[config.mk]
export PLATFORM = sky130hd
export DESIGN_NAME = morse_char_sequencer
export DESIGN_NICKNAME = d
export VERILOG_FILES = /design/src/rtl/morse_char_sequencer.sv
export SDC_FILE = /design/constraint.sdc
export NUM_CORES = 1
export LEC_CHECK = 0
export ABC_AREA = 1
export BUFFER_PORTS_ARGS = -buffer_cell sky130_fd_sc_hd__buf_2
export CAP_MARGIN = 20
export CORE_MARGIN = 1
export CORE_UTILIZATION = 55
export CTS_CLUSTER_SIZE = 40
export DETAILED_ROUTE_END_ITERATION = 7
export PLACE_DENSITY = 0.79
export SLEW_MARGIN = 15
export SYNTH_ARGS = -nofsm -noshare
export SYNTH_HDL_FRONTEND = slang
export SYNTH_SLANG_ARGS = --single-unit
[constraint.sdc]
create_clock -name clk -period 5.5 [get_ports clk]
set_input_delay 0.55 -clock clk [delete_from_list [all_inputs] [get_ports clk]]
set_output_delay 0.55 -clock clk [all_outputs]
set_load 0.005 [all_outputs]
[src/rtl/morse_char_sequencer.sv]
// rtl/morse_char_sequencer.sv - ASCII to International Morse LED sequencer with valid/ready input
// Optional MORSE_ERR_EN adds a one-cycle err pulse for unsupported characters.
module morse_char_sequencer #(
  parameter int unsigned UNIT_CYCLES = 12_500_000,
  parameter int unsigned CNT_W       = 26
) (
  input  logic       clk,
  input  logic       rst,
  input  logic       char_valid,
  input  logic [7:0] char_data,
  output logic       char_ready,
  output logic       busy,
  output logic       led
`ifdef MORSE_ERR_EN
  ,
  output logic       err
`endif
);

  typedef enum logic [2:0] {IDLE, MARK, GAP, LGAP, WGAP} state_t;

  localparam logic [CNT_W-1:0] UNIT_LAST = CNT_W'(UNIT_CYCLES - 1);

  state_t           state_q, state_d;
  logic [CNT_W-1:0] cnt_q, cnt_d;
  logic [2:0]       units_q, units_d;
  logic [4:0]       pat_q, pat_d;
  logic [2:0]       elems_q, elems_d;
  logic             led_q, led_d;
  logic             err_q, err_d;

  // Returns {supported, len, pattern}; pattern is left-aligned (bit 4 sent first), 1 = dash.
  // A space is reported as supported with len 0.
  function automatic logic [8:0] lookup(input logic [7:0] c);
    logic [7:0] u;
    u = (c >= 8'h61 && c <= 8'h7a) ? c - 8'h20 : c;
    case (u)
      8'h41: lookup = {1'b1, 3'd2, 5'b01000};
      8'h42: lookup = {1'b1, 3'd4, 5'b10000};
      8'h43: lookup = {1'b1, 3'd4, 5'b10100};
      8'h44: lookup = {1'b1, 3'd3, 5'b10000};
      8'h45: lookup = {1'b1, 3'd1, 5'b00000};
      8'h46: lookup = {1'b1, 3'd4, 5'b00100};
      8'h47: lookup = {1'b1, 3'd3, 5'b11000};
      8'h48: lookup = {1'b1, 3'd4, 5'b00000};
      8'h49: lookup = {1'b1, 3'd2, 5'b00000};
      8'h4a: lookup = {1'b1, 3'd4, 5'b01110};
      8'h4b: lookup = {1'b1, 3'd3, 5'b10100};
      8'h4c: lookup = {1'b1, 3'd4, 5'b01000};
      8'h4d: lookup = {1'b1, 3'd2, 5'b11000};
      8'h4e: lookup = {1'b1, 3'd2, 5'b10000};
      8'h4f: lookup = {1'b1, 3'd3, 5'b11100};
      8'h50: lookup = {1'b1, 3'd4, 5'b01100};
      8'h51: lookup = {1'b1, 3'd4, 5'b11010};
      8'h52: lookup = {1'b1, 3'd3, 5'b01000};
      8'h53: lookup = {1'b1, 3'd3, 5'b00000};
      8'h54: lookup = {1'b1, 3'd1, 5'b10000};
      8'h55: lookup = {1'b1, 3'd3, 5'b00100};
      8'h56: lookup = {1'b1, 3'd4, 5'b00010};
      8'h57: lookup = {1'b1, 3'd3, 5'b01100};
      8'h58: lookup = {1'b1, 3'd4, 5'b10010};
      8'h59: lookup = {1'b1, 3'd4, 5'b10110};
      8'h5a: lookup = {1'b1, 3'd4, 5'b11000};
      8'h30: lookup = {1'b1, 3'd5, 5'b11111};
      8'h31: lookup = {1'b1, 3'd5, 5'b01111};
      8'h32: lookup = {1'b1, 3'd5, 5'b00111};
      8'h33: lookup = {1'b1, 3'd5, 5'b00011};
      8'h34: lookup = {1'b1, 3'd5, 5'b00001};
      8'h35: lookup = {1'b1, 3'd5, 5'b00000};
      8'h36: lookup = {1'b1, 3'd5, 5'b10000};
      8'h37: lookup = {1'b1, 3'd5, 5'b11000};
      8'h38: lookup = {1'b1, 3'd5, 5'b11100};
      8'h39: lookup = {1'b1, 3'd5, 5'b11110};
      8'h20: lookup = {1'b1, 3'd0, 5'b00000};
      default: lookup = 9'd0;
    endcase
  endfunction

  logic [8:0] lk;
  logic       accept, unit_done, seg_done;

  assign lk        = lookup(char_data);
  assign accept    = char_valid && (state_q == IDLE);
  assign unit_done = (cnt_q == UNIT_LAST);
  assign seg_done  = unit_done && (units_q == 3'd1);

  always_comb begin
    state_d = state_q;
    cnt_d   = cnt_q;
    units_d = units_q;
    pat_d   = pat_q;
    elems_d = elems_q;
    err_d   = 1'b0;

    if (state_q != IDLE) begin
      cnt_d = unit_done ? '0 : cnt_q + 1'b1;
      if (unit_done) units_d = units_q - 3'd1;
    end

    case (state_q)
      IDLE: begin
        cnt_d = '0;
        if (accept) begin
          if (!lk[8]) begin
            err_d = 1'b1;
          end else if (lk[7:5] == 3'd0) begin
            state_d = WGAP;
            units_d = 3'd4;
          end else begin
            state_d = MARK;
            units_d = lk[4] ? 3'd3 : 3'd1;
            pat_d   = {lk[3:0], 1'b0};
            elems_d = lk[7:5] - 3'd1;
          end
        end
      end
      MARK: begin
        if (seg_done) begin
          if (elems_q != 3'd0) begin
            state_d = GAP;
            units_d = 3'd1;
          end else begin
            state_d = LGAP;
            units_d = 3'd3;
          end
        end
      end
      GAP: begin
        if (seg_done) begin
          state_d = MARK;
          units_d = pat_q[4] ? 3'd3 : 3'd1;
          pat_d   = {pat_q[3:0], 1'b0};
          elems_d = elems_q - 3'd1;
        end
      end
      LGAP, WGAP: begin
        if (seg_done) state_d = IDLE;
      end
      default: state_d = IDLE;
    endcase

    // Registered so the LED follows the state on the same edge, including the accept edge.
    led_d = (state_d == MARK);
  end

  always_ff @(posedge clk or negedge rst) begin
    if (!rst) begin
      state_q <= IDLE;
      cnt_q   <= '0;
      units_q <= '0;
      pat_q   <= '0;
      elems_q <= '0;
      led_q   <= 1'b0;
      err_q   <= 1'b0;
    end else begin
      state_q <= state_d;
      cnt_q   <= cnt_d;
      units_q <= units_d;
      pat_q   <= pat_d;
      elems_q <= elems_d;
      led_q   <= led_d;
      err_q   <= err_d;
    end
  end

  assign busy       = (state_q != IDLE);
  assign char_ready = ~busy;
  assign led        = led_q;

`ifdef MORSE_ERR_EN
  assign err = err_q;
`else
  logic err_unused;
  assign err_unused = err_q;
`endif

endmodule

# Yosys cells after proc, flatten, opt, wreduce, memory -nomap -nowiden
# Memories as Yosys holds them, arrays and structs flattened.
# Cells that the tools add are included.
classes:
  mul: 0
  n_div: 0
  n_reduce_logical: 11
  n_shift: 0
  n_lt_le_gt_ge: 2
  bitwise: 1
  n_mux: 34
  n_eq_ne: 11
  addsub: 5
op_table:
  columns: ["op", "count"]
  rows:
  - ["26-bit two-way mux", 3]
  - ["3-bit two-way mux", 17]
  - ["26-bit by 1-bit adder with 26-bit output (second input constant)", 1]
  - ["26-bit by 24-bit == test with 1-bit output (second input constant)", 1]
  - ["5-bit two-way mux", 4]
  - ["3-bit case mux with 4 select lines", 1]
  - ["5-bit case mux with 2 select lines", 1]
  - ["3-bit by 1-bit == test with 1-bit output (second input constant)", 3]
  - ["9-bit two-way mux", 1]
  - ["3-bit case mux with 3 select lines", 1]
  - ["3-bit by 1-bit subtractor with 3-bit output (second input constant)", 3]
  - ["8-bit by 7-bit >= comparator with 1-bit output (second input constant)", 1]
  - ["8-bit by 7-bit less-or-equal comparator with 1-bit output (second input constant)", 1]
  - ["8-bit two-way mux", 1]
  - ["2-bit != test (second input constant)", 4]
  - ["8-bit by 6-bit subtractor with 8-bit output (second input constant)", 1]
  - ["3-bit by 2-bit == test with 1-bit output (second input constant)", 2]
  - ["3-bit logical NOT", 2]
  - ["2-bit two-way mux", 3]
  - ["3-bit case mux with 2 select lines", 1]
  - ["3-bit nonzero test", 2]
  - ["5-bit AND reduction", 1]
  - ["2-bit nonzero test", 2]
  - ["3-bit == test (second input constant)", 1]
  - ["4 further kinds", 6]
word_totals:
  latch_bits: 0
  ram_bits: 0
  mem_bits_ro: 1152
  output_inout_bits: 3
  ff_bits: 41
  memories: 1
  inputBits: 11
mem_list:
  columns: ["name", "words", "word_bits", "rd", "rd_clocked_by_memory_dff", "wr", "line_no", "source"]
  rows:
  - ["(no name shown)", 128, 9, 1, 0, 0, "37", "case (u)"]

# Depth between registers and ports, before layout
# An unclocked memory read counts as a cell.
depth:
  word_depth: 11
  mapped_depth: 18
  ltp_nobuf: 18

# Worst setup path after synthesis
# Ideal clock, no wire load.
synth_path:
  kind: "in2reg"
  from: "in char_data[0]"
  to: "reg elems_q[1]"
  t_arrival_ns: 2.228
  path_buffers: 0
  required_time_ns: 5.434
  path_stages: 14
  setup_slack_ns: 3.206
  setup_time_ns: 0.066
  cell_sequence: "inv_1 > ha_1 > inv_1 > nor2_1 > nand3_2 > nand4_1 > nand2_2 > nor2_1 > nand4_1 > nand2_1 > o21ai_0 > ha_1 > nand3b_1 > nand2_1"
synth_between:
  elab_chain_len: 10
synth_lines:
  columns: ["item", "line_no", "source"]
  rows:
  - ["start: declaration", "10", "input logic [7:0] char_data,"]
  - ["8-bit by 7-bit >= comparator with 1-bit output or 8-bit by 7-bit less-or-equal comparator with 1-bit output (tied branches)", "36", "u = (c >= 8'h61 && c <= 8'h7a) ? c - 8'h20 : c;"]
  - ["1-bit logical AND", "36", null]
  - ["8-bit two-way mux (*)", "36", null]
  - ["memory read 128 x 9 bit", null, null]
  - ["9-bit two-way mux (*)", "37", null]
  - ["3-bit by 1-bit subtractor with 3-bit output", "113", "elems_d = lk[7:5] - 3'd1;"]
  - ["3-bit two-way mux", "106", "end else if (lk[7:5] == 3'd0) begin"]
  - ["3-bit two-way mux", "104", "if (!lk[8]) begin"]
  - ["3-bit two-way mux", "103", "if (accept) begin"]
  - ["3-bit case mux with 2 select lines", "100", "case (state_q)"]
  - ["end signal: assignment", "160", "elems_q <= elems_d;"]
  - ["end: declaration", "28", "logic [2:0] elems_q, elems_d;"]
# Mark *: on every way between the ends. The rest lies on a longest branch, timed or not. The select of a mux whose other input is x is not followed.
# A chain may end at the register's enable or synchronous reset.

# Final worst setup path
layout_path:
  from: "reg cnt_q[0]"
  to: "reg cnt_q[19]"
layout_between:
  elab_chain_len: 4
layout_lines:
  columns: ["item", "line_no", "source"]
  rows:
  - ["start: declaration", "25", "logic [CNT_W-1:0] cnt_q, cnt_d;"]
  - ["start signal: assignment", "157", "cnt_q <= cnt_d;"]
  - ["26-bit by 1-bit adder with 26-bit output or 26-bit by 24-bit == test with 1-bit output (tied branches)", "96, 84", null]
  - ["26-bit two-way mux (*)", "96", "cnt_d = unit_done ? '0 : cnt_q + 1'b1;"]
  - ["26-bit two-way mux (*)", "95", "if (state_q != IDLE) begin"]
  - ["26-bit two-way mux (*)", "100", null]
  - ["via cnt_d[19]", "25", null]
# The timed path passes the listed nets; every way through them passes the cells marked *. The select of a mux whose other input is x is not followed.

==> out/metrics.csv <==
metric,value,unit
outcome,finished clean,
dp_hpwl,5421,um
synth_area_per_cell,6.739,um^2
ys_seq_area_frac,0.3257,
drt_iter0_drc,207,
port_buffers,13,
synth.distinct_cells,38,
die_h,76.75,um
cts_tree,yes,
hp-class,in2async,
p_seq_frac,0.406,
critPathArrivalTime,2.97,ns
switching_share,0.3554,
grtUsageTotal,0.2574,
cts_max_path_buffers,2,
row_count,26,
gp_congestion,0.8994,
die_area,5890,um^2
p_clk_frac,0.290,
synthTopCellsByArea,"dfrtp_1 (33%), nand2_1 (14%), inv_1 (7.1%), nor2_1 (6.5%), nand3_1 (6.4%)",
gr-total-overflow,0,
max_freq,0.3659,GHz
synth.top_cell.area_share,0.3257,
netlist_instances,456,
power.internal,0.0005835,W
cts_resized,0,
start_util,0.5867,
area_growth,7.736,%
routed_wl,7019,um
period_needed,2.733,ns
ys.flop_type,dfrtp_1,
design_area,3311,um^2
crit_end,cnt_q[19],
cp_max_fo,14,
fin_tns_setup,0,ns
clock-sinks,40,
synth_fp_nets,479,
num_io_pins,14,
synth_top_area_cell,dfrtp_1,
switchingPower,0.0003217,W
postCtsSetupRepairBufs,0,
reg2reg_depth,11,
p_comb_frac,0.304,
placed_area,3184,um^2
detail_route.wl_per_cell,13.02,um
slew_headroom,0.4125,
routed_via_density,5.488,
hold_buffers,0,
antenna_found_initial,0,
synth_commonest_cells,"nand2_1 (112), inv_1 (58), nor2_1 (53)",
critical_path.endpoint_type,flop,
power-per-cell-area,273.4,nW/um^2
fin_util,0.6321,
numCtsBuffers,5,
synth-seq-cells,40,
cp-startpoint,cnt_q[0],
grt_pass1_vias,2781,
p_leak,1.622,nW
rsz0062_at_grt,no,
fin_worst_skew,0.004178,ns
synth-edff-count,0,
r2r_start,cnt_q[0],
fill_cells,483,
synth_most_common_cell,nand2_1,
nets,491,
clkLatencyLatePin,0.29,ns
clockRootBuffer,clkbuf_8,
die_x,76.75,um
reg2reg_to,cnt_q[19],
drv_slew,0,
yosysWarningCount,0,
setup_viol,0,
clkTransAtPathRegs,0.08,ns
coreArea,5238,um^2
start_kind,flop,
crit_type,reg2reg,
rrSetupSlack,2.77,ns
drt-pass1-iter-count,5,
drtAntennaViolNets,0,
hold_viol_final,0,
grt_max_degree,41,
tightest_slew,0.8813,ns
htree_levels,2,
final_layout_size_suffix_gt1_frac,0.1002,
irDropWorstVdd,0.0001541,V
grt_pass1_wl,12340,um
syn-cell-area,3073,um^2
cp.required,5.73,ns
period_share,0.4969,
cap_viol_max_count,0,
vias,2958,
drc,0,
antennaDiodeCount,0,
async_reset_ff_frac,1.000,
power by group through the flow:
stage	Clock [W]	Combinational (W)	Sequential [W]
after floorplan	0	0.000210	0.000364
after global placement	0	0.000269	0.000372
after detailed placement	0	0.000275	0.000373
after CTS	0.000267	0.000276	0.000367
after global routing	0.000278	0.000320	0.000374
final	0.000263	0.000275	0.000367
state kept, by name, indices dropped and copies added, names as in the netlist:
signal   cells
elems_q      3
pat_q        4
led          1
cnt_q       26
units_q      3
state_q      3
placed cells by master, fill, tap and decap left out, types with 2 or more instances in the layout:
cell	count
nand2_1	112
inv_1	58
nor2_1	53
dfrtp_1	40
nand3_1	39
o21ai_0	29
a21oi_1	20
nand4_1	18
nor3_1	14
buf_2	13
ha_1	12
o211ai_1	7
clkbuf_8	7
nor2_2	4
nand3_2	4
inv_2	3
nand2_2	3
a31oi_1	3
nor3_2	3
nor3b_1	2
a21oi_2	2
nand2_4	2
xor2_1	2
nor4_1	2
clkinv_1	2
o21a_1	2
xnor2_1	2
layout make-up:
| type | count | area, um^2 | area share |
|---|---|---|---|
| Inverter | 63 | 236.5 | 0.07143 |
| Clock buffer | 7 | 96.34 | 0.02910 |
| Sequential cell | 40 | 1001 | 0.3023 |
| Clock inverter | 1 | 30.03 | 0.009070 |
| Multi-Input combinational cell | 345 | 1794 | 0.5419 |
| Timing Repair Buffer | 13 | 65.06 | 0.01965 |
| Tap cell | 70 | 87.58 | 0.02645 |
critical path, cell delays in order, from the launching register on:
cell and delay [ns]:
dfrtp_1 0.40, ha_1 0.23, nand3_1 0.13, nor2_1 0.09
inv_1 0.10, nor3b_1 0.05, nand2_1 0.09, inv_1 0.07
nor2_1 0.64, clkinv_1 0.50, a21oi_1 0.23, o21a_1 0.14
through the flow:
| stage | std cells | setup WS [ns] | hold WS [ns] | power, W |
|---|---|---|---|---|
| 6_report | 539 | 2.767 | 0.3692 | 0.0009052 |
| 5_1_grt | 539 | 2.396 | 0.4557 | 0.0009714 |
| 4_1_cts | 539 | 2.743 | 0.4043 | 0.0009102 |
| 3_5_place_dp | 531 | 2.715 | 0.4641 | 0.0006481 |
| 3_3_place_gp | 531 | 2.751 | 0.4442 | 0.0006404 |
| 2_1_floorplan | 456 | 3.206 | 0.2544 | 0.0005737 |
routing by layer:
metal | part of all wire | vias to the layer above | global-route usage
li1 | - | 1531 | -
met1 | 0.50 | 1342 | 0.3654
met2 | 0.44 | 75 | 0.4009
met3 | 0.046 | 10 | 0.04405
met4 | 0.013 | 0 | 0.07308
met5 | 0 | - | 0
how the worst min path moves through the flow:
stage | startpoint | endpoint | slack, ns
6_report | rst | elems_q[0] | 0.37
5_1_grt | rst | units_q[1] | 0.46
4_1_cts | rst | units_q[1] | 0.40
3_5_place_dp | pat_q[1] | pat_q[1] | 0.46
3_3_place_gp | cnt_q[0] | cnt_q[0] | 0.44
2_1_floorplan | rst | cnt_q[0] | 0.25
cells by family after synthesis:
family | Yosys count | share of synthesized area
xor+xnor | 4 | 0.01140
fa+ha+maj | 12 | 0.04886
simple gates | 259 | 0.3880
buf+inv | 71 | 0.09039
flops | 40 | 0.3257
compound gates | 70 | 0.1356
No activity file was read; power rests on OpenSTA's default activity.
